### src/rtl/rgb_fade_sequencer.sv
// RGB LED colour sequencer: walks a fixed palette, jumping or fading linearly between
// colours, holding each for a number of ticks, and drives three registered PWM outputs.
module rgb_fade_sequencer #(
  parameter int DUTY_W     = 8,
  parameter int NUM_COLORS = 6,
  parameter int TICK_DIV   = 50000,
  parameter int HOLD_TICKS = 200
) (
  input  logic              clk,
  input  logic              rst_n,
  input  logic              en,
  input  logic              fade_en,
  input  logic              step_req,
  output logic [2:0]        state,
  output logic [DUTY_W-1:0] R_time_out,
  output logic [DUTY_W-1:0] G_time_out,
  output logic [DUTY_W-1:0] B_time_out,
  output logic              pwm_r,
  output logic              pwm_g,
  output logic              pwm_b,
  output logic              at_target
);

  localparam int DIV_W  = (TICK_DIV > 1) ? $clog2(TICK_DIV) : 1;
  localparam int HOLD_W = (HOLD_TICKS > 1) ? $clog2(HOLD_TICKS) : 1;
  localparam logic [DIV_W-1:0]  DIV_LAST   = DIV_W'(TICK_DIV - 1);
  localparam logic [HOLD_W-1:0] HOLD_LAST  = HOLD_W'(HOLD_TICKS - 1);
  localparam logic [2:0]        LAST_COLOR = 3'(NUM_COLORS - 1);
  localparam logic [DUTY_W-1:0] PWM_MAX    = {{(DUTY_W-1){1'b1}}, 1'b0};

  typedef enum logic {ST_HOLD = 1'b0, ST_FADE = 1'b1} fsm_t;

  function automatic logic [23:0] palette8(input logic [2:0] idx);
    case (idx)
      3'd0:    palette8 = 24'hff0000;
      3'd1:    palette8 = 24'hff6100;
      3'd2:    palette8 = 24'hffff00;
      3'd3:    palette8 = 24'h00ff00;
      3'd4:    palette8 = 24'h0000ff;
      3'd5:    palette8 = 24'h7f1fff;
      default: palette8 = 24'h000000;
    endcase
  endfunction

  // Full-scale 8-bit value must stay full-scale at wider resolutions.
  function automatic logic [DUTY_W-1:0] scale(input logic [7:0] v);
    if (v == 8'hff) scale = {DUTY_W{1'b1}};
    else            scale = DUTY_W'(v) << (DUTY_W - 8);
  endfunction

  function automatic logic [DUTY_W-1:0] step_toward(input logic [DUTY_W-1:0] cur,
                                                    input logic [DUTY_W-1:0] tgt);
    if (cur < tgt)      step_toward = cur + DUTY_W'(1);
    else if (cur > tgt) step_toward = cur - DUTY_W'(1);
    else                step_toward = cur;
  endfunction

  logic [2:0]        r_state;
  logic [DUTY_W-1:0] r_duty_r, r_duty_g, r_duty_b;
  fsm_t              r_fsm;
  logic [DIV_W-1:0]  r_div_cnt;
  logic [HOLD_W-1:0] r_hold_cnt;
  logic [DUTY_W-1:0] r_pwm_cnt;
  logic [DUTY_W-1:0] r_cmp_r, r_cmp_g, r_cmp_b;
  logic              r_pwm_r, r_pwm_g, r_pwm_b;

  logic              w_tick, w_hold_done, w_advance, w_step_done;
  logic [2:0]        w_next_state;
  logic [23:0]       w_tgt8, w_nxt8;
  logic [DUTY_W-1:0] w_tgt_r, w_tgt_g, w_tgt_b;
  logic [DUTY_W-1:0] w_nxt_r, w_nxt_g, w_nxt_b;
  logic [DUTY_W-1:0] w_step_r, w_step_g, w_step_b;

  assign w_tick       = en && (r_div_cnt == DIV_LAST);
  assign w_hold_done  = (r_fsm == ST_HOLD) && w_tick && (r_hold_cnt == HOLD_LAST);
  assign w_advance    = step_req || w_hold_done;
  assign w_next_state = (r_state == LAST_COLOR) ? 3'd0 : r_state + 3'd1;

  assign w_tgt8  = palette8(r_state);
  assign w_nxt8  = palette8(w_next_state);
  assign w_tgt_r = scale(w_tgt8[23:16]);
  assign w_tgt_g = scale(w_tgt8[15:8]);
  assign w_tgt_b = scale(w_tgt8[7:0]);
  assign w_nxt_r = scale(w_nxt8[23:16]);
  assign w_nxt_g = scale(w_nxt8[15:8]);
  assign w_nxt_b = scale(w_nxt8[7:0]);

  assign w_step_r    = step_toward(r_duty_r, w_tgt_r);
  assign w_step_g    = step_toward(r_duty_g, w_tgt_g);
  assign w_step_b    = step_toward(r_duty_b, w_tgt_b);
  assign w_step_done = (w_step_r == w_tgt_r) && (w_step_g == w_tgt_g) && (w_step_b == w_tgt_b);

  // Tick prescaler, parked at zero while disabled.
  always_ff @(posedge clk or negedge rst_n) begin
    if (!rst_n)      r_div_cnt <= '0;
    else if (!en)    r_div_cnt <= '0;
    else if (w_tick) r_div_cnt <= '0;
    else             r_div_cnt <= r_div_cnt + DIV_W'(1);
  end

  // Hold/fade sequencer; an advance takes priority over any fade step in the same cycle.
  always_ff @(posedge clk or negedge rst_n) begin
    if (!rst_n) begin
      r_state    <= 3'd0;
      r_duty_r   <= scale(8'hff);
      r_duty_g   <= scale(8'h00);
      r_duty_b   <= scale(8'h00);
      r_fsm      <= ST_HOLD;
      r_hold_cnt <= '0;
    end else if (w_advance) begin
      r_state    <= w_next_state;
      r_hold_cnt <= '0;
      if (fade_en) begin
        r_fsm <= ST_FADE;
      end else begin
        r_fsm    <= ST_HOLD;
        r_duty_r <= w_nxt_r;
        r_duty_g <= w_nxt_g;
        r_duty_b <= w_nxt_b;
      end
    end else if (w_tick) begin
      case (r_fsm)
        ST_HOLD: r_hold_cnt <= r_hold_cnt + HOLD_W'(1);
        ST_FADE: begin
          if (!fade_en) begin
            r_duty_r   <= w_tgt_r;
            r_duty_g   <= w_tgt_g;
            r_duty_b   <= w_tgt_b;
            r_fsm      <= ST_HOLD;
            r_hold_cnt <= '0;
          end else begin
            r_duty_r <= w_step_r;
            r_duty_g <= w_step_g;
            r_duty_b <= w_step_b;
            if (w_step_done) begin
              r_fsm      <= ST_HOLD;
              r_hold_cnt <= '0;
            end
          end
        end
        default: r_fsm <= ST_HOLD;
      endcase
    end
  end

  // PWM counter and comparators; duties are latched once per period at the counter's last value.
  always_ff @(posedge clk or negedge rst_n) begin
    if (!rst_n) begin
      r_pwm_cnt <= '0;
      r_cmp_r   <= '0;
      r_cmp_g   <= '0;
      r_cmp_b   <= '0;
      r_pwm_r   <= 1'b0;
      r_pwm_g   <= 1'b0;
      r_pwm_b   <= 1'b0;
    end else begin
      r_pwm_r <= (r_pwm_cnt < r_cmp_r);
      r_pwm_g <= (r_pwm_cnt < r_cmp_g);
      r_pwm_b <= (r_pwm_cnt < r_cmp_b);
      if (r_pwm_cnt == PWM_MAX) begin
        r_pwm_cnt <= '0;
        r_cmp_r   <= r_duty_r;
        r_cmp_g   <= r_duty_g;
        r_cmp_b   <= r_duty_b;
      end else begin
        r_pwm_cnt <= r_pwm_cnt + DUTY_W'(1);
      end
    end
  end

  assign state      = r_state;
  assign R_time_out = r_duty_r;
  assign G_time_out = r_duty_g;
  assign B_time_out = r_duty_b;
  assign pwm_r      = r_pwm_r;
  assign pwm_g      = r_pwm_g;
  assign pwm_b      = r_pwm_b;
  assign at_target  = (r_duty_r == w_tgt_r) && (r_duty_g == w_tgt_g) && (r_duty_b == w_tgt_b);

endmodule

### config.mk
export PLATFORM = sky130hd
export DESIGN_NAME = rgb_fade_sequencer
export DESIGN_NICKNAME = d
export VERILOG_FILES = /design/src/rtl/rgb_fade_sequencer.sv
export SDC_FILE = /design/constraint.sdc
export NUM_CORES = 1
export LEC_CHECK = 0
export BUFFER_PORTS_ARGS = -buffer_cell sky130_fd_sc_hd__clkbuf_2
export CAP_MARGIN = 20
export CORE_ASPECT_RATIO = 1.75
export CORE_UTILIZATION = 62
export CTS_CLUSTER_SIZE = 16
export DETAILED_ROUTE_END_ITERATION = 6
export GPL_TIMING_DRIVEN = 0
export PLACE_DENSITY_LB_ADDON = 0.05
export RECOVER_POWER = 25
export SETUP_SLACK_MARGIN = 0.5
export SKIP_CTS_REPAIR_TIMING = 1
export SLEW_MARGIN = 20
export SYNTH_ARGS = -nofsm -noshare
export SYNTH_HDL_FRONTEND = slang
export SYNTH_SLANG_ARGS = --single-unit
### constraint.sdc
create_clock -name clk -period 5.5 [get_ports clk]
set_input_delay 1.1 -clock clk [delete_from_list [all_inputs] [get_ports clk]]
set_output_delay 1.1 -clock clk [all_outputs]
set_load 0.005 [all_outputs]
* Yosys cells after proc, flatten, opt, wreduce, memory -nomap -nowiden
Index checks and enable logic that the tools add are counted.
** Operators by class
- $add $sub $neg :: 10
- Magnitude comparators :: 9
- Equal/unequal tests :: 27
- Multiplexer cells :: 44
- Bitwise operators :: 1
- Reductions and logical operators :: 14
** Operators with widths (number)
- $pmux W24 S6 :: 2
- $mux W8 :: 32
- $eq A8 B8 Y1 const B :: 8
- $eq A8 B8 Y1 :: 6
- $lt A8 B8 Y1 :: 6
- $add A8 B1 Y8 const B :: 5
- $mux W16 :: 2
- $gt A8 B8 Y1 :: 3
- $sub A8 B1 Y8 const B :: 3
- $add A16 B1 Y16 const B :: 1
- $eq A16 B16 Y1 const B :: 1
- $pmux W8 S2 :: 1
- $eq A3 B2 Y1 const B :: 4
- $eq A3 B3 Y1 const B :: 4
- $logic_and A1 B1 Y1 :: 7
- $eq A3 B1 Y1 const B :: 2
- $logic_not A3 Y1 :: 2
- $mux W1 :: 6
- $ne A4 B2 Y1 const B :: 1
- $reduce_bool A2 Y1 :: 2
- $add A3 B1 Y3 const B :: 1
- $mux W3 :: 1
- $reduce_and A3 Y1 :: 1
- $ne A2 B2 Y1 const B :: 1
- 3 further kinds :: 3
** Storage, ports and cells
- Register bits after elaboration :: 87
- Input port bits :: 5

* Depth between registers and ports, before layout
- Depth in word-level cells :: 15
- Mapped depth :: 17

* Worst setup path after synthesis
Ideal clock, no wire load.
- Kind :: register to register
- Start point :: reg r_state[1], in the netlist state[1]
- End point :: reg r_hold_cnt[0]
- Arrival :: 3.759 ns
- Setup slack :: 1.607 ns
- Stages on the path, launching flop included :: 16
- Path buffers :: 1
- Cells stage by stage :: dfrtp_1 clkbuf_1 and2_1 ha_1 a21oi_1 a21boi_1 ha_1 a211oi_1 a211oi_2 nor2_4 mux2_4 xnor2_1 xor2_1 o2111ai_1 a211oi_4 o21ai_1
** Between the ends
- Longest elaborated chain between the ends :: 12
- Elaborated cells between the ends (all ways) :: 32
- Classes of those cells :: 6 x order compare; 12 x eq/ne; 10 x mux; 4 x reduce/logical
** Ends and longest elaborated chain
- start: declaration :: RTL line 58 : logic [2:0] r_state;
- start signal: assignment :: RTL line 111 : r_state <= w_next_state;
- $eq A3 B3 Y1 (tied with other cells) :: RTL line 34 : case (idx)
- $pmux W24 S6 * :: RTL line 34
- $eq A8 B8 Y1 :: RTL line 47 : if (v == 8'hff) scale = {DUTY_W{1'b1}};
- $mux W8 :: RTL line 47
- $gt A8 B8 Y1 :: RTL line 54 : else if (cur > tgt) step_toward = cur - DUTY_W'(1);
- $mux W8 :: RTL line 54
- $mux W8 :: RTL line 53 : if (cur < tgt) step_toward = cur + DUTY_W'(1);
- $eq A8 B8 Y1 :: RTL line 91 : assign w_step_done = (w_step_r == w_tgt_r) && (w_step_g == w_tgt_g) && (w_step_b == w_tgt_b);
- $logic_and A1 B1 Y1 :: RTL line 91
- $logic_and A1 B1 Y1 * :: RTL line 91
- $ne A4 B2 Y1 (no source line) *
- $reduce_and A2 Y1 (no source line) *
- end signal: assignment :: RTL line 123 : ST_HOLD: r_hold_cnt <= r_hold_cnt + HOLD_W'(1);
- end: declaration :: RTL line 62 : logic [HOLD_W-1:0] r_hold_cnt;
Every way passes the cells marked *; elsewhere a longest branch is shown, timed or not.
A chain may end at the register's enable or synchronous reset.

* Final worst setup path
- Start point :: reg r_state[1], in the netlist state[1]
- End point :: reg r_hold_cnt[1]
The elaborated chain is that of the path after synthesis.

==> flow_summary.json <==
{
  "status": "finished clean",
  "clkSinkCount": 87,
  "final_nets": 846,
  "slew_viol_final": 0,
  "hpwl_microns": 12000,
  "avgSynthCellArea_sq_um": 8.58,
  "dieHeight_microns": 136,
  "worst_pin_slew_ns": 0.838,
  "wire_per_inst_microns": 17.7,
  "grt_pass1_vias": 5671,
  "tns_ns": 0,
  "drt_wl_total_microns": 16200,
  "first_pass_iters": 5,
  "critPathSlowestCell": "a211oi_4",
  "cp_num_buf_inv": 1,
  "fmax_mhz": 219,
  "ys_warn_count": 0,
  "synth_top_area_share_pct": 31.2,
  "setup_viol": 0,
  "cts_tree": "built",
  "irDropWorstVdd_uv": 383,
  "die_width_microns": 78.5,
  "ant_nets": 0,
  "clk_latency_ns": 0.34,
  "syn2layout_area_growth_pct": 11.0,
  "synthAdderAreaFrac_pct": 11.0,
  "core_sq_mm": 0.00991,
  "port_buffers": 35,
  "drive_gt1_share_pct": 12.9,
  "grt_pass1_wl_microns": 26600,
  "vias": 5758,
  "worstSetupPathType": "flop to flop",
  "antenna_found_initial": 0,
  "synth_cell_type_count": 73,
  "synth_top_area_cell": "dfrtp_1",
  "crit_family": "compound AO/OA/AOI/OAI gates",
  "start_kind": "flop",
  "drt-initial-drc-count": 322,
  "maxCapViolCount": 0,
  "relSlewSlack_pct": 44.0,
  "pin_count": 36,
  "synthSimpleGateAreaFrac_pct": 22.0,
  "finalCritPeriodShare_pct": 83.2,
  "synth_cells": 739,
  "fillers": 819,
  "crit_required_ns": 5.71,
  "synth-xor-area-share_pct": 5.60,
  "crit_chain": "clkbuf_1 -> and2_1 -> ha_1 -> a21oi_1 -> a21boi_2 -> ha_1 -> a211oi_1 -> a211oi_2 -> nor2_4 -> mux2_4 -> xnor2_1 -> xor2_1 -> o2111ai_1 -> a211oi_4 -> o21ai_1",
  "gr-total-overflow": 0,
  "worstHoldPathType": "flop to flop",
  "clk_path_buf_depth": 2,
  "initial_core_util_pct": 64.0,
  "root_buffer": "clkbuf_16",
  "post-route-util_pct": 71.0,
  "cp_common_cell": "ha_1",
  "cts_max_level": 3,
  "arrival_ns": 4.78,
  "cellLeakagePower_nw": 2.99,
  "numCtsBuffers": 9,
  "seq_area_frac_synth_pct": 34.5,
  "worstPathMaxFanout": 10,
  "period_needed_ns": 4.57,
  "die_area_sq_mm": 0.0107,
  "rows": 48,
  "netlist_top_cells_area": "dfrtp_1 (31%), ha_1 (11%), a21oi_1 (3.9%)",
  "yosys_most_used_dff": "dfrtp_1",
  "end_kind": "flop",
  "rsz0062_at_grt": "false",
  "syn_nets": 800,
  "ys_ff_latch": 87,
  "async_flop_share_pct": 100,
  "pwr_density_cell_mw_per_mm2": 511,
  "synth_compound_area_share_pct": 20.2,
  "syn_area_sq_mm": 0.00634,
  "synthMuxAreaShare_pct": 1.97,
  "viasPerCell": 6.29,
  "synth_top_family_by_area": "simple AND/OR/NAND/NOR gates",
  "diodes": 0,
  "clk_pin_slew_ns": 0.06,
  "cpPeakStageDelay_ns": 0.50,
  "finClkSkew_ns": 0.00768,
  "place.gp.congestion": 0.977,
  "grt_usage_pct": 32.0,
  "grt_max_degree": 88,
  "hold_viol": 0,
  "synth_edf_count": 0,
  "route.detailed.drc": 0
}
## synth_stat cells, drive strengths merged (7+ instances only)
library cell / number
nand2: 66
nand3: 38
xor2: 18
nor2: 64
dfstp: 8
dfrtp: 79
nand2b: 7
inv: 41
o21ai: 63
xnor2: 20
nor3: 23
nor4: 12
nand4: 15
or3: 7
clkbuf: 26
buf: 8
or2: 8
nor2b: 8
and3: 13
o21a: 12
a21oi: 52
o211ai: 10
ha: 56
## through the flow
| step | instance area [sq um] | setup WS, ns | total power [mW] | cells | hold WS, ns |
|---|---|---|---|---|---|
| 2_1_floorplan | 6340 | 1.61 | 2.32 | 739 | 0.425 |
| 3_3_place_gp | 6670 | 0.823 | 2.77 | 899 | 0.444 |
| 3_5_place_dp | 6680 | 0.735 | 2.84 | 899 | 0.460 |
| 4_1_cts | 7030 | 0.722 | 3.57 | 915 | 0.468 |
| 5_1_grt | 7040 | 0.686 | 3.85 | 915 | 0.479 |
| 6_report | 7040 | 0.926 | 3.59 | 915 | 0.466 |
## cell families (layout without fill, tap and decap cells)
kind of cell	count (synthesis)	count (layout)
xor+xnor	38	38
simple gates	276	276
mux	11	11
fa+ha+maj	56	56
flops	87	87
compound gates	196	196
buf+inv	75	126
## state kept, by name, indices dropped and copies added (netlist names)
register,cells
G_time_out,8
r_fsm,1
r_div_cnt,16
r_cmp_r,8
pwm_b,1
pwm_r,1
state,3
B_time_out,8
pwm_g,1
R_time_out,8
r_pwm_cnt,8
r_hold_cnt,8
r_cmp_g,8
r_cmp_b,8
## area by class of cell
cell class / instances / area (sq um) / share of cell area [%]
multi-input cells: 577 / 3860 / 54.9
flip-flops and latches: 87 / 2190 / 31.1
clock buffers: 9 / 225 / 3.20
repair buffers: 35 / 183 / 2.60
well taps: 125 / 156 / 2.22
inverters: 41 / 154 / 2.19
plain buffers: 34 / 144 / 2.05
clock inverters: 7 / 126 / 1.80
## cells in the final DEF, fill, tap and decap left out, types with 23 or more instances in the layout
master | synthesis | layout
clkbuf_1 | 26 | 27
nand3_1 | 38 | 38
clkbuf_2 | 0 | 33
a21oi_1 | 50 | 50
nor3_1 | 23 | 23
inv_1 | 41 | 41
o21ai_0 | 50 | 50
nor2_1 | 63 | 63
nand2_1 | 65 | 65
dfrtp_1 | 79 | 79
ha_1 | 56 | 56
## report_power, final
part	total [mW]	internal (mW)	switching (mW)	leakage [nW]
registers	0.959	0.756	0.203	1.13
clock network	0.719	0.450	0.268	0.169
logic	1.91	0.752	1.16	1.70
## final timing paths
path                              start             to  slack, ns  depth (start not counted)
max                            state[1]  r_hold_cnt[1]       0.93                         15
min                        r_div_cnt[0]   r_div_cnt[0]       0.47                          1
max reg2reg                    state[1]  r_hold_cnt[1]       0.93                         15
min reg2reg                r_div_cnt[0]   r_div_cnt[0]       0.47                          1
max in group asynchronous         rst_n     r_cmp_r[6]       4.23                          1
min in group asynchronous         rst_n     r_cmp_b[7]       0.81                          1
## per-layer routing
layer	track usage [%]	routed length [microns]	vias to the layer above
met5	0	0	-
met4	16.0	578	0
met3	4.31	666	39
met2	59.5	8670	178
met1	34.8	6260	2786
li1	-	-	2755
(Power assumes the default switching activity.)
